## config.mk

```make
export PLATFORM = sky130hd
export DESIGN_NAME = long_div_controller
export DESIGN_NICKNAME = d
export VERILOG_FILES = /design/src/rtl/long_div_controller.sv
export SDC_FILE = /design/constraint.sdc
export NUM_CORES = 1
export LEC_CHECK = 0
export ABC_AREA = 1
export ABC_CLOCK_PERIOD_IN_PS = 1700
export CORE_AREA = 2 2 39 41
export DETAILED_ROUTE_END_ITERATION = 10
export DIE_AREA = 0 0 41 43
export RECOVER_POWER = 25
export SLEW_MARGIN = 10
export SYNTH_ARGS = -nofsm -noshare
export SYNTH_HDL_FRONTEND = slang
export SYNTH_SLANG_ARGS = --single-unit
```

## constraint.sdc

```tcl
create_clock -name clk -period 1.7 [get_ports clk]
set_input_delay 0.34 -clock clk [delete_from_list [all_inputs] [get_ports clk]]
set_output_delay 0.34 -clock clk [all_outputs]
set_load 0.02 [all_outputs]
```

## src/rtl/long_div_controller.sv

```systemverilog
// Control sequencer for the shift/subtract long-division datapath.
// Outputs are Mealy strobes decoded from the state register and datapath status.
module long_div_controller (
    input  logic clk,
    input  logic reset,
    input  logic start,
    input  logic divisor_is_zero,
    input  logic divisor_msb,
    input  logic cnt_is_zero,
    input  logic dvsr_less_than_dvnd,
    output logic done,
    output logic error,
    output logic init,
    output logic left,
    output logic right,
    output logic sub
);

    typedef enum logic [2:0] {
        WAIT_FOR_START       = 3'b000,
        CHECK_DIVIDE_BY_ZERO = 3'b001,
        SHIFT_LEFT           = 3'b010,
        SHIFT_RIGHT          = 3'b011,
        ERROR                = 3'b100,
        NO_ERROR             = 3'b101
    } state_t;

    state_t state;
    state_t next_state;

    // State register
    always_ff @(posedge clk or posedge reset) begin
        if (reset) begin
            state <= WAIT_FOR_START;
        end else begin
            state <= next_state;
        end
    end

    // Next-state and strobe decode; everything is held low while reset is asserted
    always_comb begin
        next_state = WAIT_FOR_START;
        done       = 1'b0;
        error      = 1'b0;
        init       = 1'b0;
        left       = 1'b0;
        right      = 1'b0;
        sub        = 1'b0;
        if (!reset) begin
            case (state)
                WAIT_FOR_START: begin
                    if (start) begin
                        next_state = CHECK_DIVIDE_BY_ZERO;
                        init       = 1'b1;
                    end
                end
                CHECK_DIVIDE_BY_ZERO: begin
                    next_state = divisor_is_zero ? ERROR : SHIFT_LEFT;
                end
                SHIFT_LEFT: begin
                    if (divisor_msb) begin
                        next_state = SHIFT_RIGHT;
                    end else begin
                        next_state = SHIFT_LEFT;
                        left       = 1'b1;
                    end
                end
                SHIFT_RIGHT: begin
                    // Subtract decision applies on the last right cycle as well
                    sub = dvsr_less_than_dvnd;
                    if (cnt_is_zero) begin
                        next_state = NO_ERROR;
                    end else begin
                        next_state = SHIFT_RIGHT;
                        right      = 1'b1;
                    end
                end
                ERROR: begin
                    error = 1'b1;
                end
                NO_ERROR: begin
                    done = 1'b1;
                end
                default: begin
                    next_state = WAIT_FOR_START;
                end
            endcase
        end
    end

endmodule

```

* Word-level counts from Yosys, hierarchy flattened *
Cells that the tools add are included.

storage, ports and cells
  logic and storage cells = 28
  register bits = 3

cells by class
  equality and inequality tests = 5
  multiplexer cells = 21
  reduce and logical (&&, ||, !) cells = 1

operators with widths
  cell                  number
  $mux W1               17
  $pmux W3 S4           1
  $mux W3               3
  $eq A3 B2 Y1 const B  2
  $eq A3 B3 Y1 const B  2
  $eq A3 B1 Y1 const B  1
  $logic_not A3 Y1      1

* Depth between registers and ports, before layout *
  word-level depth = 3
  mapped depth = 4
  gate-level depth less buffers = 4

* Worst setup path after synthesis *
No wires, ideal clock.

  path kind = input to output
  start point = input reset
  end point = output done
  path buffers = 1
  stages = 2
  data arrival time = 1237 ps
  path slack = 123 ps
  cells stage by stage = buf_2 > nor4_1

between the ends
  word-level cells in the longest chain between the ends = 1

RTL lines
  what         RTL line  source
  from (decl)  5         input logic reset,
  $mux W1      49        if (!reset) begin
  to (decl)    11        output logic done,

Every way passes these cells.

* Worst setup path after layout *
  start point = register state[1]
  end point = output sub

between the ends
  word-level cells in the longest chain between the ends = 3

RTL lines
  what                    RTL line  source
  from (decl)             28        state_t state;
  from (signal assigned)  36        state <= next_state;
  $eq A3 B2 Y1            50        case (state)
  $mux W1                 50
  $mux W1                 49
  to (decl)               16        output logic sub

Every way passes these cells.

==> results.md <==
- Yosys reg bits: 3
- Unique masters post-synth: 14
- Clock network fraction of design power: between 40 and 50%
- Die W: 41 microns
- Final ANT Viol Nets: 0
- CTS Buf Count: 3
- Clk_lat worst skew: about 0.23 ns
- Critical path buffer and inverter count: 2
- Comb power frac: between 20% and 30%
- CP max-delay cell: dfrtp_2
- Final hold vios: 0
- Post-CTS Setup Inserts: 0
- Tot Pwr: 281.5 uW
- Final worst setup slack: 0.08525 ns
- Slew Limit Fails: 0
- Largest registers: state x3
- Period utilisation layout: 94.99%
- Kind of cell adding the most delay to the critical path: flip-flops
- Die Y: 43 microns
- Diodes inserted: 0
- Max cap viols: 0
- Most frequent cells in the layout: buf_4, clkdlybuf4s50_1, inv_1, nor2_1
- Least-Margin Pin Slew: about 0.25 ns
- Required time of the critical path: between 1 and 1.5 ns
- RSZ-0062 raised after global routing: false
- CP Data Arrival Time: approximately 1.3 ns
- First-pass GRT wire length: roughly 1.2 mm
- Reg clk slew, reported paths: ~0.04 ns
- DR pass1 iterations: 2
- Root Buffer: clkbuf_4
- I/O pin count: 13
- Slowest stage delay, CP: roughly 0.4 ns
- Register area share after synthesis: between 30 and 40%
- Dpl ws: -0.4098 ns
- CP Max Fanout: 5
- Synthesized instance count: 31
- Sequential Power Share: 29.6%
- Clock Skews: 0.001993 ns
- Avg Cell Area, Syn: around 7.5 sq um
- Min-Delay Path Class: in2async
- Port bufs: 12
- P per Cell Area: approximately 600 nW/um^2
- Post-layout net count: 64
- RD Place Congestion: about 0.76
- Synth area leaders: dfrtp_1, nand4_1, a21oi_2, o21ai_2, nand3_1
- Minimum clock period: roughly 1.6 ns
- Longest Clk Path Bufs: 2
- Internal Power: a little over 200 uW
- Max reg flops: 3
- Synth warnings: 0
- Synth area leader: dfrtp_1
- Leakage: about 0.00020 uW
- Setup crit start kind: flop
- Largest net degree at the start of global routing: 7
- Critical Path End Type: output pin
- Hold Slack: 0.3759 ns
- Detailed Route WL: around 670 microns
- Via count: 289
- Slew HR: just over 80%
- Sw Pwr: 75.61 uW
- Synth-to-Final Area Change: 95.72%
- Vias/cell: roughly 4.0
- Core area: about 1400 sq um
- H-tree Lvls: 1
- Clock sink total: 3
- Critical path cell sequence: inv_2 > nor2_4 > nand3_1 > nor2_1 > clkdlybuf4s15_2
- Kind of critical path: reg2out
- Initial antenna violation count: 0
- Worst vdd ir: ~0.25 mV
- DRC: 0
- FMAX: 619.3 MHz
- Vias in the first global route: 302
- Initial DRC Count: 2
- Mapped Nets: 38
- Biggest register: state
- Setup tns final: 0 ns
- GR Overflow Total: 0
- Total GRT Usage: around 10%
- Row count: 14
- CTS tree: done
- Levels on crit path: 5
- Layout cell share with drive strength beyond 1: between 50% and 60%
- Endpoints failing setup: 0
- Post-DP HPWL: between 500 and 600 microns
- Total Die Area: between 1500 and 2000 sq um
- Switching share of power: 26.86%
- Status: finished clean
- Post-synth top area share: between 30 and 40%
- Most common cell after layout, fill and taps aside: buf_4
- DR WL/cell: approximately 9.3 microns
- Initial core utilization: around 17%
- R2r worst-path depth: 4
- Netlist Area Pre-Place: between 200 and 250 sq um
- Final Util: between 30 and 40%
synthesized netlist by cell type, drive strengths merged:
| library cell | number |
|---|---|
| nor2 | 5 |
| dfrtp | 3 |
| o21ai | 2 |
| nor3 | 1 |
| a21oi | 3 |
| nand4 | 3 |
| nand2 | 1 |
| buf | 2 |
| nand3 | 3 |
| nor4 | 2 |
| inv | 6 |
repair_timing:
item / CTS / global route
setup endpoints to repair: 6 / 3
hold buffers: 0 / 0
gates resized for setup: 23 / 2
cloned: 0 / 0
cell families after synthesis:
logic type	Yosys count	synth area share, %
and+or+nand+nor	15	36.89
AOI/OAI and AO/OA	5	17.11
DFF	3	32.08
buffers and inverters	8	13.90
power by group through the flow:
stage | clock network, uW | logic, uW | registers, uW
global placement | 0 | 78.2 | 84.1
global route | 133 | 83.1 | 84.4
finish | 123 | 75.2 | 83.3
CTS | 128 | 77.3 | 83.3
floorplan | 0 | 35.8 | 79.7
detailed placement | 0 | 78.9 | 84.1
worst min-delay path, stage by stage:
cell           delay (ns)
dlygate4sd2_1        0.28
clkbuf_1             0.18
inv_1                0.14
layer usage:
layer,track usage [%],routed length [microns],vias up
met5,0,0,-
li1,-,-,154
met4,6.000,0,0
met3,3.665,41,0
met2,15.00,338,10
met1,11.00,287,125
cell type report:
cell class / count / area [sq um]
Sequential cell: 3 / 76.32
Fill cell: 153 / 925.9
Timing Repair Buffer: 23 / 186.4
Multi-Input combinational cell: 20 / 126.4
Tap cell: 16 / 20.02
Clock buffer: 4 / 26.28
Inverter: 6 / 22.52
per-stage QoR:
step	area, sq um	std cells
3_5_place_dp	446.7	68
4_1_cts	466.7	72
2_1_floorplan	234.0	31
5_1_grt	457.9	72
3_3_place_gp	446.7	68
6_report	457.9	72
path summary, 6_finish.rpt:
check / start / to / slack [ns]
max: state[1] / sub / 0.09
min: reset / state[0] / 0.38
max reg2reg: state[0] / state[1] / 0.71
min reg2reg: state[2] / state[1] / 0.61
max in group asynchronous: reset / state[1] / 1.18
min in group clk: state[2] / state[1] / 0.61
Note: power is estimated with default switching activity, not from simulation.
